`src/rtl/pong_frame_sched.sv`:
```
`default_nettype none
// ============================================================================
// Module   : pong_frame_sched
// Purpose  : Once-per-frame paddle commit and ball step for the pong datapath,
//            published atomically to the renderer with a one-cycle tick.
// Revision : 1.0 - initial release
// ============================================================================
module pong_frame_sched #(
    parameter int COORDWID = 10,
    parameter int H_RES    = 640,
    parameter int V_RES    = 480,
    parameter int PADDLE_X = 16,
    parameter int PADDLE_W = 8,
    parameter int PADDLE_H = 64,
    parameter int BALL_SZ  = 8,
    parameter int BALL_SPD = 2
) (
    input  logic                i_clk,
    input  logic                n_btn_rst,
    input  logic                i_valid,
    input  logic [COORDWID-1:0] i_data,
    input  logic                n_vsync,
    input  logic                i_enable,
    output logic [COORDWID-1:0] o_paddle_y,
    output logic [COORDWID-1:0] o_ball_x,
    output logic [COORDWID-1:0] o_ball_y,
    output logic [3:0]          o_miss_cnt,
    output logic                o_frame_tick
);

    localparam logic [2:0] c_IDLE   = 3'd0;
    localparam logic [2:0] c_PADDLE = 3'd1;
    localparam logic [2:0] c_BALL_X = 3'd2;
    localparam logic [2:0] c_BALL_Y = 3'd3;
    localparam logic [2:0] c_DONE   = 3'd4;

    localparam logic [COORDWID:0] c_HRES     = (COORDWID+1)'(H_RES);
    localparam logic [COORDWID:0] c_VRES     = (COORDWID+1)'(V_RES);
    localparam logic [COORDWID:0] c_SZ       = (COORDWID+1)'(BALL_SZ);
    localparam logic [COORDWID:0] c_SPD      = (COORDWID+1)'(BALL_SPD);
    localparam logic [COORDWID:0] c_PH       = (COORDWID+1)'(PADDLE_H);
    localparam logic [COORDWID:0] c_P        = (COORDWID+1)'(PADDLE_X + PADDLE_W);
    localparam logic [COORDWID:0] c_PAD_MAX  = (COORDWID+1)'(V_RES - PADDLE_H);
    localparam logic [COORDWID:0] c_PAD_INIT = (COORDWID+1)'((V_RES - PADDLE_H) / 2);
    localparam logic [COORDWID:0] c_X_MAX    = (COORDWID+1)'(H_RES - BALL_SZ);
    localparam logic [COORDWID:0] c_Y_MAX    = (COORDWID+1)'(V_RES - BALL_SZ);
    localparam logic [COORDWID:0] c_SERVE_X  = (COORDWID+1)'((H_RES - BALL_SZ) / 2);
    localparam logic [COORDWID:0] c_SERVE_Y  = (COORDWID+1)'((V_RES - BALL_SZ) / 2);

    logic [2:0]          r_state;
    logic                r_vs_prev;
    logic [COORDWID-1:0] r_pend;
    logic                r_pend_v;
    logic [COORDWID-1:0] r_paddle_y;
    logic [COORDWID-1:0] r_ball_x;
    logic [COORDWID-1:0] r_ball_y;
    logic                r_dx_pos;
    logic                r_dy_pos;
    logic [3:0]          r_miss_cnt;
    logic                r_skip_y;

    logic [COORDWID:0]   w_x;
    logic [COORDWID:0]   w_y;
    logic [COORDWID:0]   w_pad;
    logic [COORDWID:0]   w_pend;
    logic [COORDWID:0]   w_pend_clamp;
    logic                w_overlap;
    logic [COORDWID:0]   w_nx;
    logic                w_ndx_pos;
    logic                w_miss;
    logic [COORDWID:0]   w_ny;
    logic                w_ndy_pos;

    // Everything is widened by one bit so the bounds tests cannot wrap.
    always_comb begin
        w_x          = {1'b0, r_ball_x};
        w_y          = {1'b0, r_ball_y};
        w_pad        = {1'b0, r_paddle_y};
        w_pend       = {1'b0, r_pend};
        w_pend_clamp = (w_pend > c_PAD_MAX) ? c_PAD_MAX : w_pend;
        w_overlap    = ((w_y + c_SZ) > w_pad) && (w_y < (w_pad + c_PH));
    end

    always_comb begin
        w_nx      = w_x;
        w_ndx_pos = r_dx_pos;
        w_miss    = 1'b0;
        if (r_dx_pos) begin
            if ((w_x + c_SZ + c_SPD) >= c_HRES) begin
                w_nx      = c_X_MAX;
                w_ndx_pos = 1'b0;
            end else begin
                w_nx = w_x + c_SPD;
            end
        end else if (w_x >= (c_P + c_SPD)) begin
            w_nx = w_x - c_SPD;
        end else if ((w_x >= c_P) && w_overlap) begin
            w_nx      = c_P;
            w_ndx_pos = 1'b1;
        end else if (w_x >= c_SPD) begin
            w_nx = w_x - c_SPD;
        end else begin
            w_miss = 1'b1;
        end
    end

    always_comb begin
        w_ny      = w_y;
        w_ndy_pos = r_dy_pos;
        if (r_dy_pos) begin
            if ((w_y + c_SZ + c_SPD) >= c_VRES) begin
                w_ny      = c_Y_MAX;
                w_ndy_pos = 1'b0;
            end else begin
                w_ny = w_y + c_SPD;
            end
        end else if (w_y <= c_SPD) begin
            w_ny      = '0;
            w_ndy_pos = 1'b1;
        end else begin
            w_ny = w_y - c_SPD;
        end
    end

    // A sample landing on the commit clock stays pending for the next frame.
    always_ff @(posedge i_clk or negedge n_btn_rst) begin
        if (!n_btn_rst) begin
            r_pend   <= '0;
            r_pend_v <= 1'b0;
        end else if (i_valid) begin
            r_pend   <= i_data;
            r_pend_v <= 1'b1;
        end else if (r_state == c_PADDLE) begin
            r_pend_v <= 1'b0;
        end
    end

    always_ff @(posedge i_clk or negedge n_btn_rst) begin
        if (!n_btn_rst) begin
            r_state      <= c_IDLE;
            r_vs_prev    <= 1'b1;
            r_paddle_y   <= c_PAD_INIT[COORDWID-1:0];
            r_ball_x     <= c_SERVE_X[COORDWID-1:0];
            r_ball_y     <= c_SERVE_Y[COORDWID-1:0];
            r_dx_pos     <= 1'b1;
            r_dy_pos     <= 1'b1;
            r_miss_cnt   <= 4'd0;
            r_skip_y     <= 1'b0;
            o_paddle_y   <= c_PAD_INIT[COORDWID-1:0];
            o_ball_x     <= c_SERVE_X[COORDWID-1:0];
            o_ball_y     <= c_SERVE_Y[COORDWID-1:0];
            o_miss_cnt   <= 4'd0;
            o_frame_tick <= 1'b0;
        end else begin
            r_vs_prev    <= n_vsync;
            o_frame_tick <= 1'b0;
            case (r_state)
                c_IDLE: begin
                    if (r_vs_prev && !n_vsync) begin
                        r_state <= c_PADDLE;
                    end
                end
                c_PADDLE: begin
                    if (r_pend_v) begin
                        r_paddle_y <= w_pend_clamp[COORDWID-1:0];
                    end
                    r_state <= c_BALL_X;
                end
                c_BALL_X: begin
                    r_skip_y <= 1'b0;
                    if (i_enable) begin
                        if (w_miss) begin
                            r_ball_x <= c_SERVE_X[COORDWID-1:0];
                            r_ball_y <= c_SERVE_Y[COORDWID-1:0];
                            r_dx_pos <= 1'b1;
                            r_dy_pos <= 1'b1;
                            r_skip_y <= 1'b1;
                            if (r_miss_cnt != 4'hF) begin
                                r_miss_cnt <= r_miss_cnt + 4'd1;
                            end
                        end else begin
                            r_ball_x <= w_nx[COORDWID-1:0];
                            r_dx_pos <= w_ndx_pos;
                        end
                    end
                    r_state <= c_BALL_Y;
                end
                c_BALL_Y: begin
                    if (i_enable && !r_skip_y) begin
                        r_ball_y <= w_ny[COORDWID-1:0];
                        r_dy_pos <= w_ndy_pos;
                    end
                    r_state <= c_DONE;
                end
                c_DONE: begin
                    o_paddle_y   <= r_paddle_y;
                    o_ball_x     <= r_ball_x;
                    o_ball_y     <= r_ball_y;
                    o_miss_cnt   <= r_miss_cnt;
                    o_frame_tick <= 1'b1;
                    r_state      <= c_IDLE;
                end
                default: r_state <= c_IDLE;
            endcase
        end
    end

endmodule
`default_nettype wire

```
`config.mk`:
```
export PLATFORM = sky130hd
export DESIGN_NAME = pong_frame_sched
export DESIGN_NICKNAME = d
export VERILOG_FILES = /design/src/rtl/pong_frame_sched.sv
export SDC_FILE = /design/constraint.sdc
export NUM_CORES = 1
export LEC_CHECK = 0
export ABC_CLOCK_PERIOD_IN_PS = 4300
export CORE_UTILIZATION = 40
export CTS_CLUSTER_DIAMETER = 30
export CTS_CLUSTER_SIZE = 24
export DETAILED_ROUTE_END_ITERATION = 10
export PLACE_DENSITY = 0.65
export SYNTH_ARGS = -nofsm -noshare
export SYNTH_HDL_FRONTEND = slang
export SYNTH_SLANG_ARGS = --single-unit
```
`constraint.sdc`:
```
create_clock -name i_clk -period 4.3 [get_ports i_clk]
set_input_delay 0.43 -clock i_clk [delete_from_list [all_inputs] [get_ports i_clk]]
set_output_delay 0.43 -clock i_clk [all_outputs]
set_load 0.1 [all_outputs]
```
; Word-level counts from Yosys, hierarchy flattened
; Index checks and enable logic that the tools add are counted.
[classes]
add_sub_neg = 10
n_eq_ne = 9
reduce_logical = 15
n_mux = 37
n_lt_le_gt_ge = 9
[op_table]
columns = op, n
row1 = $mux 10, 13
row2 = $add 10x4->11 const B, 2
row3 = $add 11x2->11 const B, 2
row4 = $add 10x2->10 const B, 2
row5 = $ge 10x5->1 const B, 2
row6 = $mux 1, 20
row7 = $pmux 10 s2, 1
row8 = $sub 10x2->10 const B, 2
row9 = $pmux 3 s4, 1
row10 = $add 10x7->11 const B, 1
row11 = $ge 11x10->1 const B, 1
row12 = $ge 11x9->1 const B, 1
row13 = $gt 11x10->1, 1
row14 = $lt 10x11->1, 1
row15 = $ge 10x2->1 const B, 1
row16 = $gt 10x9->1 const B, 1
row17 = $le 10x2->1 const B, 1
row18 = $ne 2x2->1 const B, 4
row19 = $reduce_and 4->1, 2
row20 = $eq 3x2->1 const B, 2
row21 = $reduce_bool 5->1, 1
row22 = $add 4x1->4 const B, 1
row23 = $logic_and 1x1->1, 4
row24 = $ne 4x4->1 const B, 1
row25 = other kinds (9), 12
[word_totals]
out_inout_bits = 35
register_bits = 87
elab_cells = 96

; Logic depth before layout (Yosys ltp)
; Gate-level depths: netlist of run 1.
[depth]
word_depth = 10
ltp_mapped = 12
depth_no_buf = 11

; Least setup slack after synthesis of run 1
; OpenSTA, ideal clock, no wires.
[synth_timing]
path_kind = register to register
startpoint = register r_ball_y[6]
endpoint = register r_ball_x[3]
t_arrival_ps = 2872
t_required_ps = 4217
path_slack_ps = 1344
setup_time_ps = 83
path_stages_with_launch = 12
path_buffers = 2
period_less_slack_ps = 2956
path_cell_list = dfstp_2 > clkbuf_1 > clkbuf_1 > and2_1 > nand2b_1 > xnor2_1 > ha_1 > a21oi_1 > o21ai_0 > a2111oi_1 > o21bai_1 > o311a_1
[synth_via]
elab_chain_cells = 9
elab_cells_between_ends = 14
cone_classes = add/sub (1) / order compare (2) / mux (7) / reduce/logical (4)
[synth_rtl]
columns = element, line
row1 = from (decl), 56  ; logic [COORDWID-1:0] r_ball_y;
row2 = from (signal assigned), 144  ; r_ball_y <= c_SERVE_Y[COORDWID-1:0];
row3 = from (signal assigned), 174  ; r_ball_y <= c_SERVE_Y[COORDWID-1:0];
row4 = from (signal assigned), 190  ; r_ball_y <= w_ny[COORDWID-1:0];
row5 = $add 10x4->11, 81  ; w_overlap = ((w_y + c_SZ) > w_pad) && (w_y < (w_pad + c_PH));
row6 = $gt 11x10->1, 81
row7 = $logic_and 1x1->1 (*), 81
row8 = $logic_and 1x1->1 (*), 97  ; end else if ((w_x >= c_P) && w_overlap) begin
row9 = $mux 1, 97
row10 = $mux 1, 95  ; end else if (w_x >= (c_P + c_SPD)) begin
row11 = $mux 1, 88  ; if (r_dx_pos) begin
row12 = $reduce_bool 5->1 (no line), -
row13 = $reduce_and 3->1 (no line), -
row14 = to (signal assigned), 143  ; r_ball_x <= c_SERVE_X[COORDWID-1:0];
row15 = to (signal assigned), 173  ; r_ball_x <= c_SERVE_X[COORDWID-1:0];
row16 = to (signal assigned), 182  ; r_ball_x <= w_nx[COORDWID-1:0];
row17 = to (decl), 55  ; logic [COORDWID-1:0] r_ball_x;
; Every way passes the cells marked *; elsewhere a longest branch is shown, timed or not.
; A chain may end at the register's enable or synchronous reset.

; Worst setup path after layout of run 1
[layout_timing]
startpoint = register r_ball_y[3]
endpoint = register r_ball_x[3]
; Same word-level chain as after synthesis.

==> summary.txt, run 1 <==
Setup path
  • WP data required: roughly 4.6 ns
  • CP arrival: roughly 3.8 ns
  • Crit path max fanout: 17
  • Crit path capture type: flop
  • Crit path kind: flop to flop
  • Startpoint types: flop

Synthesis
  • Synth Flop Type: dfrtp_1
  • Yosys warning total: 0
  • Post-synthesis adder-cell area fraction: around 6.8%
  • Area leader, netlist: dfrtp_1
  • Synth Area per Inst: 10.1 um^2
  • Async set or reset register ratio after synthesis: 100%
  • Area of the mapped netlist: 4940 um^2
  • Yosys reg bits: 83
  • Synthesized instance count: around 500
  • Synth Area in Simple Gates: around 15%
  • Xor and xnor area share after synthesis: under 10%
  • Netlist cell types: 77
  • EDFF count, synth: 0
  • Mux cell area share after synthesis: 9.78%
  • Compound-cell area share of the yosys netlist: between 10% and 20%
  • Seq/Total Area, Yosys: 42.8%
  • Yosys top cell area share: between 20% and 30%
  • Largest family of logic cells by synthesized area: compound AO/OA/AOI/OAI gates
  • Top post-synthesis cells by area: dfrtp_1 (27%), dfstp_2 (15%), mux2_2 (9.6%), ha_1 (6.8%), a21oi_1 (2.4%)

Timing
  • Slew @ Worst Pin: ~1.1 ns
  • Achievable Freq: 281 MHz
  • Clock Skew: between 0.009 and 0.01 ns
  • Setup TNS: 0 ns
  • WHS: between 0.07 and 0.08 ns
  • Final worst-path cycle share: 82.7%
  • Max-slew violations: 0
  • Min Tclk post-route: 3.55 ns
  • Slew Limit Headroom: between 20% and 30%
  • Hold Violations, Final: 0
  • Unrepaired setup endpoints after global routing: no
  • Final setup viols: 0

Power and ir drop
  • PD cells: 811 nW/um^2
  • Worst IR drop on VDD: approximately 0.00034 V
  • Leakage: between 0.002 and 0.0025 uW

Floorplan
  • Die width: about 110 um
  • Die area: 12,800 um^2
  • Row count: 40
  • Initial core utilization: around 41%
  • I/O pins: 50
  • Die H: between 100 and 150 um
  • Core box area: around 12,000 um^2

Clock network
  • TritonCTS buffer count: 9
  • Num Clock Sinks: 83
  • Post-CTS Setup Inserts: 0
  • Clock Tree Buf Depth: 2
  • Hold_buf cts: 0
  • Post-CTS sizing: 0
  • CTS clock-pin slew for the worst setup and hold paths: 0.06 ns
  • CTS H-tree depth: 3
  • TritonCTS clock tree: built
  • Cell at the root of the clock tree: clkbuf_16
  • Clk_lat worst skew: between 0.3 and 0.4 ns

Global route
  • First-pass GRT wire length: 19,600 um
  • GRT Overall Usage: between 10% and 20%
  • Global route total overflow: 0
  • Largest net degree at the start of global routing: 43
  • Initial antenna violation count: 0
  • Vias in the first global route: just under 4,000

Routing
  • Via count: ~4,000
  • Vias/cell: approximately 6
  • Antenna-violating nets left: 0
  • Pre-antenna DRT Iters: 5
  • Drt drc: 0
  • DR WL/cell: around 17 um
  • Final wirelength: 11,500 um
  • Detailed Route Iter0 Violations: approximately 330

Layout
  • Fillers: approximately 1,100
  • Area delta synth->final: 17.9%
  • Nets: 561
  • Diode count: 0
  • Layout cells sized above 1: 19.8%
  • Post-layout util: approximately half

Place
  • Detailed placer's ending HPWL: 8080 um
  • IO Port Bufs: between 40 and 50
  • RePlAce Congestion: roughly 0.91

Min path
  • Path category of the worst min-delay check: input port to asynchronous set/reset pin

Outcome
  • Status: completed

Run
  • Max-cap violations: 0
cell usage after synthesis (all sizes together), types with 13 or more instances:
| library cell | number |
|---|---|
| a21oi | 24 |
| dfstp | 29 |
| nor3 | 13 |
| nand4 | 14 |
| o21ai | 18 |
| dfrtp | 54 |
| mux2 | 42 |
| nand3 | 22 |
| ha | 27 |
| nor2 | 31 |
| clkbuf | 23 |
| nand2 | 21 |
| inv | 31 |
path summary, 6_finish.rpt:
kind | startpoint | to | slack (ns) | depth (start not counted)
worst max-delay path | r_ball_y[3] | r_ball_x[3] | 0.75 | 10
worst min-delay path | n_btn_rst | r_pend[0] | 0.07 | 1
worst max register to register | r_ball_y[3] | r_ball_x[3] | 0.75 | 10
worst min register to register | r_pend_v | r_paddle_y[9] | 0.50 | 1
max in group asynchronous | n_btn_rst | o_ball_x[4] | 3.28 | 2
min in group i_clk | r_pend_v | r_paddle_y[9] | 0.50 | 1
metrics by stage:
stage                     instances  cell area [um^2]  worst slack [ns]  power [uW]
after floorplan                 492              4940              1.34        3280
after global placement          655              5480             0.888        3790
after detailed placement        655              5480             0.818        3830
after CTS                       671              5820             0.783        4740
after global routing            671              5820             0.497        5010
final                           671              5820             0.746        4720
registers in the layout (all words and copies together), names as in the netlist:
name	flops
o_paddle_y	10
r_paddle_y	10
r_pend	10
o_ball_x	9
o_ball_y	9
r_ball_x	9
r_ball_y	9
o_miss_cnt	4
r_miss_cnt	4
r_state	3
o_frame_tick	1
r_dx_pos	1
r_dy_pos	1
r_pend_v	1
r_skip_y	1
r_vs_prev	1
power by group:
group	total (uW)	leakage (uW)	switching, uW	internal [uW]
clock network	887	0.000167	303	584
registers	1530	0.000983	412	1110
logic	2310	0.00128	1530	778
total	4720	0.00243	2250	2480
layer usage:
| metal | wire, um | global-route usage (%) |
|---|---|---|
| met1 | 5150 | 24.9 |
| met2 | 5660 | 32.2 |
| met3 | 526 | 3.80 |
| met4 | 117 | 6.32 |
| met5 | 0 | 0 |
cell families after synthesis:
group,after synthesis
xor gates and xnor gates,16
and+or+nand+nor,138
buffers and inverters,65
adders and majority gates,27
other,1
AOI/OAI and AO/OA,118
DFF,83
muxes,43
cell type report:
cell class	count	area (um^2)	share of cell area (%)
inverters	31	116	2.00
clock inverters	4	98.8	1.70
repair buffers	50	490	8.42
flip-flops and latches	83	2110	36.3
clock buffers	12	246	4.23
well taps	147	184	3.16
multi-input cells	344	2570	44.2
critical path, stage by stage, from the launching register on:
cell and delay (ns):
dfstp_2 0.71, ha_1 0.35, nand2_1 0.16, o21a_1 0.22
or2_2 0.29, ha_1 0.29, nand3_1 0.10, nor2_1 0.07
a2111oi_1 0.66, o21bai_1 0.25, o311a_1 0.37
cells in the final DEF, fill, tap and decap left out, types with 4 or more instances in the layout:
master / netlist / routed
a21o_1: 4 / 4
clkbuf_16: 0 / 9
and3_1: 4 / 4
or3_1: 5 / 5
nor2_1: 30 / 30
clkdlybuf4s50_1: 0 / 46
nand2_1: 21 / 21
ha_1: 27 / 27
dfstp_2: 29 / 29
inv_1: 31 / 31
a31oi_1: 8 / 8
xnor2_1: 10 / 10
o21a_1: 5 / 5
nand2b_1: 4 / 4
nand4_1: 14 / 14
xor2_1: 6 / 6
o21ai_0: 15 / 15
nand3_1: 22 / 22
nor3_1: 13 / 13
a21oi_1: 24 / 24
dfrtp_1: 54 / 54
a22o_1: 7 / 7
a211oi_1: 4 / 4
mux2_2: 42 / 42
buf_4: 2 / 4
(Power assumes the default switching activity.)
==> run 2, diff against run 1 <==
--- a/config.mk
+++ b/config.mk
@@ -5,12 +5,12 @@
 export SDC_FILE = /design/constraint.sdc
 export NUM_CORES = 1
 export LEC_CHECK = 0
-export ABC_CLOCK_PERIOD_IN_PS = 4300
+export ABC_CLOCK_PERIOD_IN_PS = 3050
 export CORE_UTILIZATION = 40
 export CTS_CLUSTER_DIAMETER = 30
 export CTS_CLUSTER_SIZE = 24
 export DETAILED_ROUTE_END_ITERATION = 10
-export PLACE_DENSITY = 0.65
+export PLACE_DENSITY = 0.68
 export SYNTH_ARGS = -nofsm -noshare
 export SYNTH_HDL_FRONTEND = slang
 export SYNTH_SLANG_ARGS = --single-unit
==> constraint.sdc (replaced) <==
create_clock -name i_clk -period 3.05 [get_ports i_clk]
set_input_delay 0.305 -clock i_clk [delete_from_list [all_inputs] [get_ports i_clk]]
set_output_delay 0.305 -clock i_clk [all_outputs]
set_load 0.1 [all_outputs]
==> summary.txt, run 2 (synthesized netlist as in run 1, its figures left out) <==
Layout
  • Most common cell after layout, fill and taps aside: dfrtp_1
  • Area delta synth->final: 18.2%
  • Top flop regs: o_paddle_y: 10 flops, r_paddle_y: 10 flops, r_pend: 10 flops
  • Commonest cells after routing, fill and taps aside: dfrtp_1 (54), mux2_2 (42), buf_4 (41)
  • Nets: between 500 and 600
  • Layout cells sized above 1: 26.7%
  • Post-layout util: around 50%
  • Final non-filler cell total: around 700
  • Diode count: 0
  • Fillers: roughly 1,100

Timing
  • Slew @ Worst Pin: approximately 1.0 ns
  • Max-slew violations: 0
  • Final setup viols: 0
  • Setup TNS: 0 ns
  • Achievable Freq: 347 MHz
  • WHS: between 0.1 and 0.15 ns
  • Clock Skew: just over 0.008 ns
  • Final worst-path cycle share: 94.6%
  • Hold Violations, Final: 0
  • Min Tclk post-route: 2.89 ns
  • Unrepaired setup endpoints after global routing: no
  • Slew Limit Headroom: a little over 30%

Global route
  • Largest net degree at the start of global routing: 84
  • GRT Overall Usage: about a fifth
  • Vias in the first global route: between 4,000 and 5,000
  • First-pass GRT wire length: about 20,000 um
  • Global route total overflow: 0
  • Initial antenna violation count: 0

Routing
  • Final wirelength: between 10,000 and 15,000 um
  • Detailed Route Iter0 Violations: 276
  • Antenna-violating nets left: 0
  • Drt drc: 0
  • Vias/cell: 5.96
  • Pre-antenna DRT Iters: 5
  • Via count: about 4,100
  • DR WL/cell: 17.1 um

Place
  • RePlAce Congestion: 0.905
  • Detailed placer's ending HPWL: roughly 8300 um
  • IO Port Bufs: 47
  • Cells after DPL: about 670

Outcome
  • Status: completed

Clock network
  • Num Clock Sinks: 83
  • CTS H-tree depth: 3
  • TritonCTS clock tree: built
  • Post-CTS sizing: 0
  • Clock Tree Buf Depth: 2
  • Hold_buf cts: 0
  • Cell at the root of the clock tree: clkbuf_16
  • CTS clock-pin slew for the worst setup and hold paths: 0.06 ns
  • Post-CTS Setup Inserts: 0
  • Clk_lat worst skew: between 0.3 and 0.4 ns
  • TritonCTS buffer count: 9

Floorplan
  • Die H: approximately 110 um
  • Core box area: approximately 12,000 um^2
  • Row count: 40
  • Initial core utilization: between 40% and 50%
  • I/O pins: 50
  • Die width: between 100 and 150 um
  • Die area: 12,800 um^2

Setup path
  • CP cell instances: buf_4, inv_1, ha_1, ha_1, a21o_1, nand3_1, a21oi_1, a2111oi_1, buf_4, o21bai_1, o311a_1
  • WP data required: between 3 and 4 ns
  • Crit path kind: flop to flop
  • CP arrival: between 3 and 4 ns
  • Max incr delay on CP: approximately 0.53 ns
  • Crit path capture type: flop
  • Startpoint types: flop
  • Crit path max fanout: 16
  • Slowest CP cell: dfstp_2

Power and ir drop
  • Power Total: between 6000 and 7000 uW
  • Worst IR drop on VDD: between 0.0004 and 0.0005 V
  • Leakage: around 0.0025 uW
  • PD cells: ~1100 nW/um^2

Min path
  • Path category of the worst min-delay check: input port to asynchronous set/reset pin

Run
  • Max-cap violations: 0
==> run 2: cell types whose count changed in the layout (fill, tap and decap cells not counted), sizes merged <==
cell and delta:
clkinv -1, buf +37, bufinv -1, clkdlybuf4s50 -25, clkinvlp +2
==> run 2: cell type report <==
| cell class | instances | area (um^2) | area share, % |
|---|---|---|---|
| Clock buffer | 12 | 246 | 4.22 |
| Clock inverter | 4 | 75.1 | 1.29 |
| Inverter | 31 | 116 | 1.99 |
| Multi-Input combinational cell | 344 | 2580 | 44.3 |
| Sequential cell | 83 | 2110 | 36.2 |
| Tap cell | 147 | 184 | 3.15 |
| Timing Repair Buffer | 62 | 518 | 8.87 |
==> run 2: stage by stage <==
| stage | setup slack [ns] | cell area [um^2] |
|---|---|---|
| finish | 0.164 | 5840 |
| CTS | 0.164 | 5830 |
| global route | 0.0230 | 5840 |
| global placement | 0.234 | 5500 |
| detailed placement | 0.180 | 5500 |
| floorplan | 0.0944 | 4940 |
==> run 2: worst max-delay path, delay by kind of cell (launching register included) <==
family	cells	cell delay, ns
AO/OA/AOI/OAI	5	1.01
adder cells (fa/ha/maj)	2	0.66
buffers and inverters	3	0.54
flip-flops	1	0.53
AND/OR/NAND/NOR	1	0.08
==> run 2: worst paths after layout <==
path / slack (ns) / from / endpoint / depth (start not counted)
max in group asynchronous: 2.23 / n_btn_rst / r_state[1] / 1
min in group i_clk: 0.40 / n_vsync / r_vs_prev / 1
min reg2reg: 0.49 / r_pend_v / r_paddle_y[9] / 1
max reg2reg: 0.16 / r_ball_y[3] / r_ball_x[3] / 11
min: 0.14 / n_btn_rst / o_paddle_y[5] / 1
max: 0.16 / r_ball_y[3] / r_ball_x[3] / 11
==> run 2: metal layers <==
metal,global-route usage [%],vias up,share of wire (%)
met5,0,-,0
met4,6.49,0,1.1
met3,4.39,17,4.7
met2,33.7,127,50
met1,24.1,2032,44
li1,-,1892,-
==> run 2: power breakdown <==
group | internal, uW | switching (uW) | leakage [uW]
clock network | 740 | 433 | 0.000149
registers | 1570 | 473 | 0.000983
logic | 1130 | 2280 | 0.00137
total | 3440 | 3190 | 0.00251
